[src/rtl/alu_pkg.sv]
// alu_pkg: shared types and constants for the ALU result serializer.
// Optional feature macro: ALU_SER_CHECKSUM_EN (adds an XOR checksum byte B3).
package alu_pkg;

   localparam int ALU_RES_W = 18;

`ifdef ALU_SER_CHECKSUM_EN
   localparam int ALU_FRAME_BYTES = 4;
`else
   localparam int ALU_FRAME_BYTES = 3;
`endif

   localparam int ALU_CNT_W = 2;

   typedef enum logic {
      IDLE = 1'b0,
      SEND = 1'b1
   } ser_state_t;

   // Holding register layout: carry above the 18-bit result.
   typedef struct packed {
      logic                 carry;
      logic [ALU_RES_W-1:0] res;
   } res_frame_t;

endpackage

[src/rtl/alu_result_serializer_if.sv]
// alu_result_serializer_if: ALU result handshake plus the outgoing byte stream.
// Handshake rule for both channels: a transfer happens on a rising clk edge
// where valid && ready; the producer holds valid and payload until then.
// master = ALU / pad-mux side, slave = serializer.
interface alu_result_serializer_if;
   import alu_pkg::*;

   logic                 res_valid;
   logic                 res_ready;
   logic [ALU_RES_W-1:0] res_q;
   logic                 carry_q;
   logic                 out_valid;
   logic                 out_ready;
   logic [7:0]           out_data;
   logic                 out_last;
   logic                 busy;

   modport master (
      output res_valid, res_q, carry_q, out_ready,
      input  res_ready, out_valid, out_data, out_last, busy
   );

   modport slave (
      input  res_valid, res_q, carry_q, out_ready,
      output res_ready, out_valid, out_data, out_last, busy
   );

endinterface

[src/rtl/alu_res_byte_sel.sv]
// alu_res_byte_sel: picks the frame byte for the current counter position.
// With ALU_SER_CHECKSUM_EN the fourth position is B0^B1^B2, independent of order.
module alu_res_byte_sel
   import alu_pkg::*;
#(
   parameter bit LSB_FIRST = 1'b1
) (
   input  res_frame_t           hold_i,
   input  logic [ALU_CNT_W-1:0] cnt_i,
   output logic [7:0]           byte_o
);

   logic [7:0]           b0;
   logic [7:0]           b1;
   logic [7:0]           b2;
   logic [ALU_CNT_W-1:0] pos;

   assign b0 = hold_i.res[7:0];
   assign b1 = hold_i.res[15:8];
   assign b2 = {5'b00000, hold_i.carry, hold_i.res[17:16]};

   // Map counter to data byte index; MSB-first order mirrors only the data bytes.
   always_comb begin
      pos    = cnt_i;
      byte_o = 8'h00;
      if (!LSB_FIRST && (cnt_i <= 2'd2)) begin
         pos = 2'd2 - cnt_i;
      end
      case (pos)
         2'd0:    byte_o = b0;
         2'd1:    byte_o = b1;
         2'd2:    byte_o = b2;
`ifdef ALU_SER_CHECKSUM_EN
         default: byte_o = b0 ^ b1 ^ b2;
`else
         default: byte_o = 8'h00;
`endif
      endcase
   end

endmodule

[src/rtl/alu_result_serializer.sv]
// alu_result_serializer: captures one ALU result per handshake and streams it
// as a 3-byte frame (4 with ALU_SER_CHECKSUM_EN) on an 8-bit valid/ready bus.
// res_ready depends combinationally on out_ready so the next result can be
// captured on the last-byte cycle, giving gap-free back-to-back frames.
module alu_result_serializer
   import alu_pkg::*;
#(
   parameter bit LSB_FIRST = 1'b1
) (
   input  logic                          clk,
   input  logic                          rst,
   alu_result_serializer_if.slave        ser_if,
   output ser_state_t                    dbg_state_o
);

   localparam logic [ALU_CNT_W-1:0] LAST_IDX = ALU_CNT_W'(ALU_FRAME_BYTES - 1);

   ser_state_t           state_q;
   logic [ALU_CNT_W-1:0] cnt_q;
   res_frame_t           hold_q;
   res_frame_t           hold_d;
   logic [7:0]           sel_byte;
   logic                 out_valid;
   logic                 out_last;
   logic                 out_accept;
   logic                 res_ready;
   logic                 capture;

   assign out_valid  = (state_q == SEND);
   assign out_last   = out_valid && (cnt_q == LAST_IDX);
   assign out_accept = out_valid && ser_if.out_ready;
   assign res_ready  = (state_q == IDLE) || (out_accept && out_last);
   assign capture    = ser_if.res_valid && res_ready;

   assign hold_d.carry = ser_if.carry_q;
   assign hold_d.res   = ser_if.res_q;

   alu_res_byte_sel #(
      .LSB_FIRST (LSB_FIRST)
   ) u_byte_sel (
      .hold_i (hold_q),
      .cnt_i  (cnt_q),
      .byte_o (sel_byte)
   );

   assign ser_if.res_ready = res_ready;
   assign ser_if.out_valid = out_valid;
   assign ser_if.out_data  = out_valid ? sel_byte : 8'h00;
   assign ser_if.out_last  = out_last;
   assign ser_if.busy      = out_valid;
   assign dbg_state_o      = state_q;

   // Frame FSM: capture, advance the byte counter on each accepted byte, chain or idle at the end.
   always_ff @(posedge clk or posedge rst) begin
      if (rst) begin
         state_q <= IDLE;
         cnt_q   <= '0;
         hold_q  <= '0;
      end else begin
         case (state_q)
            IDLE: begin
               if (capture) begin
                  hold_q  <= hold_d;
                  cnt_q   <= '0;
                  state_q <= SEND;
               end
            end
            SEND: begin
               if (out_accept) begin
                  if (out_last) begin
                     cnt_q <= '0;
                     if (capture) begin
                        hold_q  <= hold_d;
                        state_q <= SEND;
                     end else begin
                        state_q <= IDLE;
                     end
                  end else begin
                     cnt_q <= cnt_q + 1'b1;
                  end
               end
            end
            default: begin
               state_q <= IDLE;
               cnt_q   <= '0;
            end
         endcase
      end
   end

endmodule

[src/flat_wrapper.sv]
// flat-port wrapper written by rule: the top's interface ports become plain ports
module alu_result_serializer_flat import alu_pkg::*;
#(
   parameter bit LSB_FIRST = 1'b1
)
  (clk, rst, dbg_state_o, ser_if_res_valid, ser_if_res_q, ser_if_carry_q, ser_if_out_ready, ser_if_res_ready, ser_if_out_valid, ser_if_out_data, ser_if_out_last, ser_if_busy);
  alu_result_serializer_if ser_if_i ();
  input  logic clk;
  input  logic rst;
  output ser_state_t dbg_state_o;
  input wire logic [$bits(ser_if_i.res_valid)-1:0] ser_if_res_valid;
  input wire logic [$bits(ser_if_i.res_q)-1:0] ser_if_res_q;
  input wire logic [$bits(ser_if_i.carry_q)-1:0] ser_if_carry_q;
  input wire logic [$bits(ser_if_i.out_ready)-1:0] ser_if_out_ready;
  output wire logic [$bits(ser_if_i.res_ready)-1:0] ser_if_res_ready;
  output wire logic [$bits(ser_if_i.out_valid)-1:0] ser_if_out_valid;
  output wire logic [$bits(ser_if_i.out_data)-1:0] ser_if_out_data;
  output wire logic [$bits(ser_if_i.out_last)-1:0] ser_if_out_last;
  output wire logic [$bits(ser_if_i.busy)-1:0] ser_if_busy;
  assign ser_if_i.res_valid = ser_if_res_valid;
  assign ser_if_i.res_q = ser_if_res_q;
  assign ser_if_i.carry_q = ser_if_carry_q;
  assign ser_if_i.out_ready = ser_if_out_ready;
  assign ser_if_res_ready = ser_if_i.res_ready;
  assign ser_if_out_valid = ser_if_i.out_valid;
  assign ser_if_out_data = ser_if_i.out_data;
  assign ser_if_out_last = ser_if_i.out_last;
  assign ser_if_busy = ser_if_i.busy;
  alu_result_serializer #(.LSB_FIRST(LSB_FIRST)) u_core (.clk(clk), .rst(rst), .ser_if(ser_if_i), .dbg_state_o(dbg_state_o));
endmodule
[config.mk]
export PLATFORM = sky130hd
export DESIGN_NAME = alu_result_serializer_flat
export DESIGN_NICKNAME = d
export VERILOG_FILES = /design/src/rtl/alu_pkg.sv /design/src/rtl/alu_result_serializer_if.sv /design/src/rtl/alu_res_byte_sel.sv /design/src/rtl/alu_result_serializer.sv /design/src/flat_wrapper.sv
export SDC_FILE = /design/constraint.sdc
export NUM_CORES = 1
export LEC_CHECK = 0
export CAP_MARGIN = 40
export CORE_ASPECT_RATIO = 1.1
export CORE_MARGIN = 4
export CORE_UTILIZATION = 44
export DETAILED_ROUTE_END_ITERATION = 16
export PLACE_DENSITY = 0.77
export SLEW_MARGIN = 10
export SYNTH_ARGS = -nofsm -noshare
export SYNTH_HDL_FRONTEND = slang
export SYNTH_SLANG_ARGS = --single-unit
[constraint.sdc]
create_clock -name clk -period 2.2 [get_ports clk]
set_clock_uncertainty 0.2 [all_clocks]
set_input_delay 0.55 -clock clk [delete_from_list [all_inputs] [get_ports clk]]
set_output_delay 0.55 -clock clk [all_outputs]
set_load 0.01 [all_outputs]
==> out/results.tsv <==
stage	metric	value	unit
yosys	syn_nets	106	
worst_setup_path	cpMaxStageDelayCell	dfrtp_1	
yosys	synth_area_leaders	dfrtp_1 (51%), mux2_4 (14%), mux2_2 (9.3%), mux2i_1 (8.3%), nand2_1 (2.4%)	
worst_setup_path	path_delay_family	flip-flops	
global_routing	grt_pass1_vias	868	
floorplan	chipWidth	55.4	µm
sta	grt_setup_unrepaired	yes	
route	ant_nets	0	
power_and_ir_drop	clkPwrFrac	10.6	%
worst_hold_path	min-delay-start	u_core.hold_q[2]	
floorplan	die_h	60.2	µm
outcome	outcome	finished with violations	
sta	fin_ws	-0.0725	ns
clock_tree	holdBufCountCts	0	
flow_run	maxCapViolCount	0	
worst_hold_path	min_to	u_core.hold_q[2]	
yosys	ys_async_sr_fraction	100	%
power_and_ir_drop	ir_drop	818	µV
yosys	seq_area_frac_synth	50.6	%
sta	period_needed	2.27	ns
worst_setup_path	r2r_end	u_core.hold_q[16]	
clock_tree	root_buffer	clkbuf_4	
floorplan	floorplan.initialDensity	47.4	%
global_routing	grt_util_all_layers	14.6	%
clock_tree	cts_buffer_depth	2	
yosys	syn_area_per_cell	13.1	µm²
yosys	post-synth-top-area-fraction	50.6	%
worst_setup_path	crit_arrival	1.52	ns
yosys	post-synth-top-area-cell	dfrtp_1	
route	drt_wl_total	2230	µm
clock_tree	htree_levels	1	
final_layout	nFillCells	183	
power_and_ir_drop	combPwrFrac	54.1	%
yosys	ys_warn_count	0	
power_and_ir_drop	p_per_area	1310	nW/µm²
global_routing	grt_pass1_wl	3810	µm
final_layout	design_area	1550	µm²
sta	max_slew_margin	81.6	%
placement	pre_cts_ws	-0.332	ns
sta	tightest_slew	0.276	ns
yosys	ys.flop_type	dfrtp_1	
outcome	violations	setup timing	
route	vias_per_cell	4.80	
clock_tree	path_clk_slew	0.11	ns
yosys	synth-edff-count	0	
route	drt_iter0_drc	7	
global_routing	antenna_found_initial	0	
clock_tree	cts_sinks	22	
floorplan	rows	18	
sta	fin_crit_sh	103	%
worst_setup_path	r2r-start	u_core.cnt_q[0]	
yosys	synthTopCellsByCount	dfrtp_1 (22), mux2_4 (10), mux2_2 (9), mux2i_1 (9), nand2_1 (7)	
yosys	yosysMostFrequentCell	dfrtp_1	
worst_hold_path	worstHoldPathType	register to register	
route	wire_per_inst	13.7	µm
power_and_ir_drop	cellLeakagePower	0.728	nW
clock_tree	clock_latency	0.30	ns
worst_setup_path	critPathBufInv	3	
yosys	ys_ff_latch	22	
sta	finalHoldViolations	0	
yosys	synthDistinctLibCells	20	
sta	finalMaxSlewViolations	0	
final_layout	diodes	0	
worst_setup_path	cp-start-kind	register	
worst_setup_path	worst_setup_path_end_kind	output port	
final_layout	drive_gt1_share	40.2	%
power_and_ir_drop	seqPwrFrac	35.3	%
sta	setup_viol	2	
worst_setup_path	worst_r2r_path_depth	7	
worst_setup_path	path_class	register to output port	
route	drtPass1Iterations	2	
route	via_count	777	
floorplan	io_pins	36	
floorplan	dieArea	3330	µm²
route	remaining_drc_errors	0	
worst_setup_path	path_cells	buf_6 > buf_6 > mux2i_1 > or2_4 > a21boi_1 > buf_2	
sta	totalNegativeSetupSlack	-0.106	ns
sta	clock.fmax	440	MHz
worst_setup_path	cp_max_fo	2	
worst_setup_path	worstPathRequired	1.45	ns
worst_setup_path	slowest_delay	0.41	ns
final_layout	area_growth	42.5	%
worst_setup_path	crit_top_cell	buf_6	
yosys	netlist_area	1090	µm²
placement	dpl.hpwl	1690	µm
placement	dpl_cell_area	1510	µm²
power_and_ir_drop	p_sw	0.000657	W
worst_setup_path	r2r_slack	0.18	ns
yosys	syn_inst	83	
final_layout	utilization	67.5	%
worst_hold_path	hold_depth	1	
floorplan	core_area	2300	µm²
placement	port_buffers	35	
power_and_ir_drop	p_sw_share	32.5	%
global_routing	grt_max_degree	23	
final_layout	layout.nets	156	
clock_tree	numCtsBuffers	3	
placement	gp_congestion	0.729	
power_and_ir_drop	p_int	0.00137	W
sta	holdWs	0.318	ns
clock_tree	cts_tree	done	
global_routing	grt-ovfl-total	0	
==> registers in the layout, indices dropped and copies added (netlist names) <==
| name | count |
|---|---|
| u_core.cnt_q | 2 |
| u_core.hold_q | 19 |
| u_core.dbg_state_o | 1 |
==> per-layer routing <==
| layer | part of all wire, % | routed length, µm | up-vias | global-route usage [%] |
|---|---|---|---|---|
| li1 | - | - | 380 | - |
| met1 | 45 | 999 | 370 | 17.1 |
| met2 | 50 | 1100 | 27 | 26.9 |
| met3 | 5.5 | 122 | 0 | 2.59 |
| met4 | 0 | 0 | 0 | 5.21 |
| met5 | 0 | 0 | - | 0 |
==> area by class of cell <==
cell class	count	area (µm²)	share of cell area, %
sequential	22	551	35.5
multi-input combinational	55	495	31.9
timing repair buffer	50	428	27.6
tap	30	37.5	2.42
clock buffer	4	36.3	2.34
inverter	1	3.75	0.242
==> logic make-up (layout without fill, tap and decap cells) <==
kind of cell           after synthesis  count (layout)  synth area share, %
muxes                               28              28                 31.4
DFF                                 22              22                 50.6
and+or+nand+nor                     21              21                 9.43
AOI/OAI and AO/OA                    6               6                 3.56
buffers and inverters                6              55                 5.06
==> timing repair <==
action                                  4_1_cts  5_1_grt
pin swaps                                     2        1
gates resized for setup                      40        7
hold endpoints to repair                      0        0
buffers inserted                              4        0
endpoints found under the setup margin       10        9
==> cell usage in the layout, fill, tap and decap left out <==
cell and n:
nand2_1 7, mux2_2 9, o21ai_0 2, buf_2 8
or2_2 1, nand3b_1 1, clkbuf_8 1, clkdlybuf4s50_1 25
nor2_1 5, a21boi_1 1, a21boi_2 2, nor2b_2 1
dfrtp_1 22, buf_6 4, and2_1 2, mux2i_1 9
inv_1 1, buf_4 11, clkbuf_4 3, nand2b_1 3
or2_4 1, mux2_4 10, o22ai_1 1, clkbuf_2 2
==> worst max-delay path by stage <==
stage,startpoint,end,depth (start not counted)
2_1_floorplan,u_core.cnt_q[0],ser_if_out_data[1],4
3_3_place_gp,ser_if_out_ready,ser_if_res_ready,4
3_5_place_dp,ser_if_out_ready,ser_if_res_ready,4
4_1_cts,u_core.cnt_q[0],ser_if_out_data[2],6
5_1_grt,u_core.cnt_q[0],ser_if_out_data[2],6
6_report,u_core.cnt_q[0],ser_if_out_data[2],6
==> through the flow <==
step / power [W] / cells
after CTS: 0.00205 / 162
after floorplan: 0.00136 / 83
final: 0.00203 / 162
after global routing: 0.00218 / 162
after detailed placement: 0.00186 / 154
after global placement: 0.00182 / 154
==> power by group through the flow <==
stage / clock, W / sequential (W) / combinational [W]
2_1_floorplan: 0 / 0.000703 / 0.000662
3_3_place_gp: 0 / 0.000723 / 0.00110
3_5_place_dp: 0 / 0.000730 / 0.00113
4_1_cts: 0.000225 / 0.000715 / 0.00111
5_1_grt: 0.000238 / 0.000742 / 0.00120
6_report: 0.000215 / 0.000716 / 0.00109
Note: power is estimated with default switching activity, not from simulation.
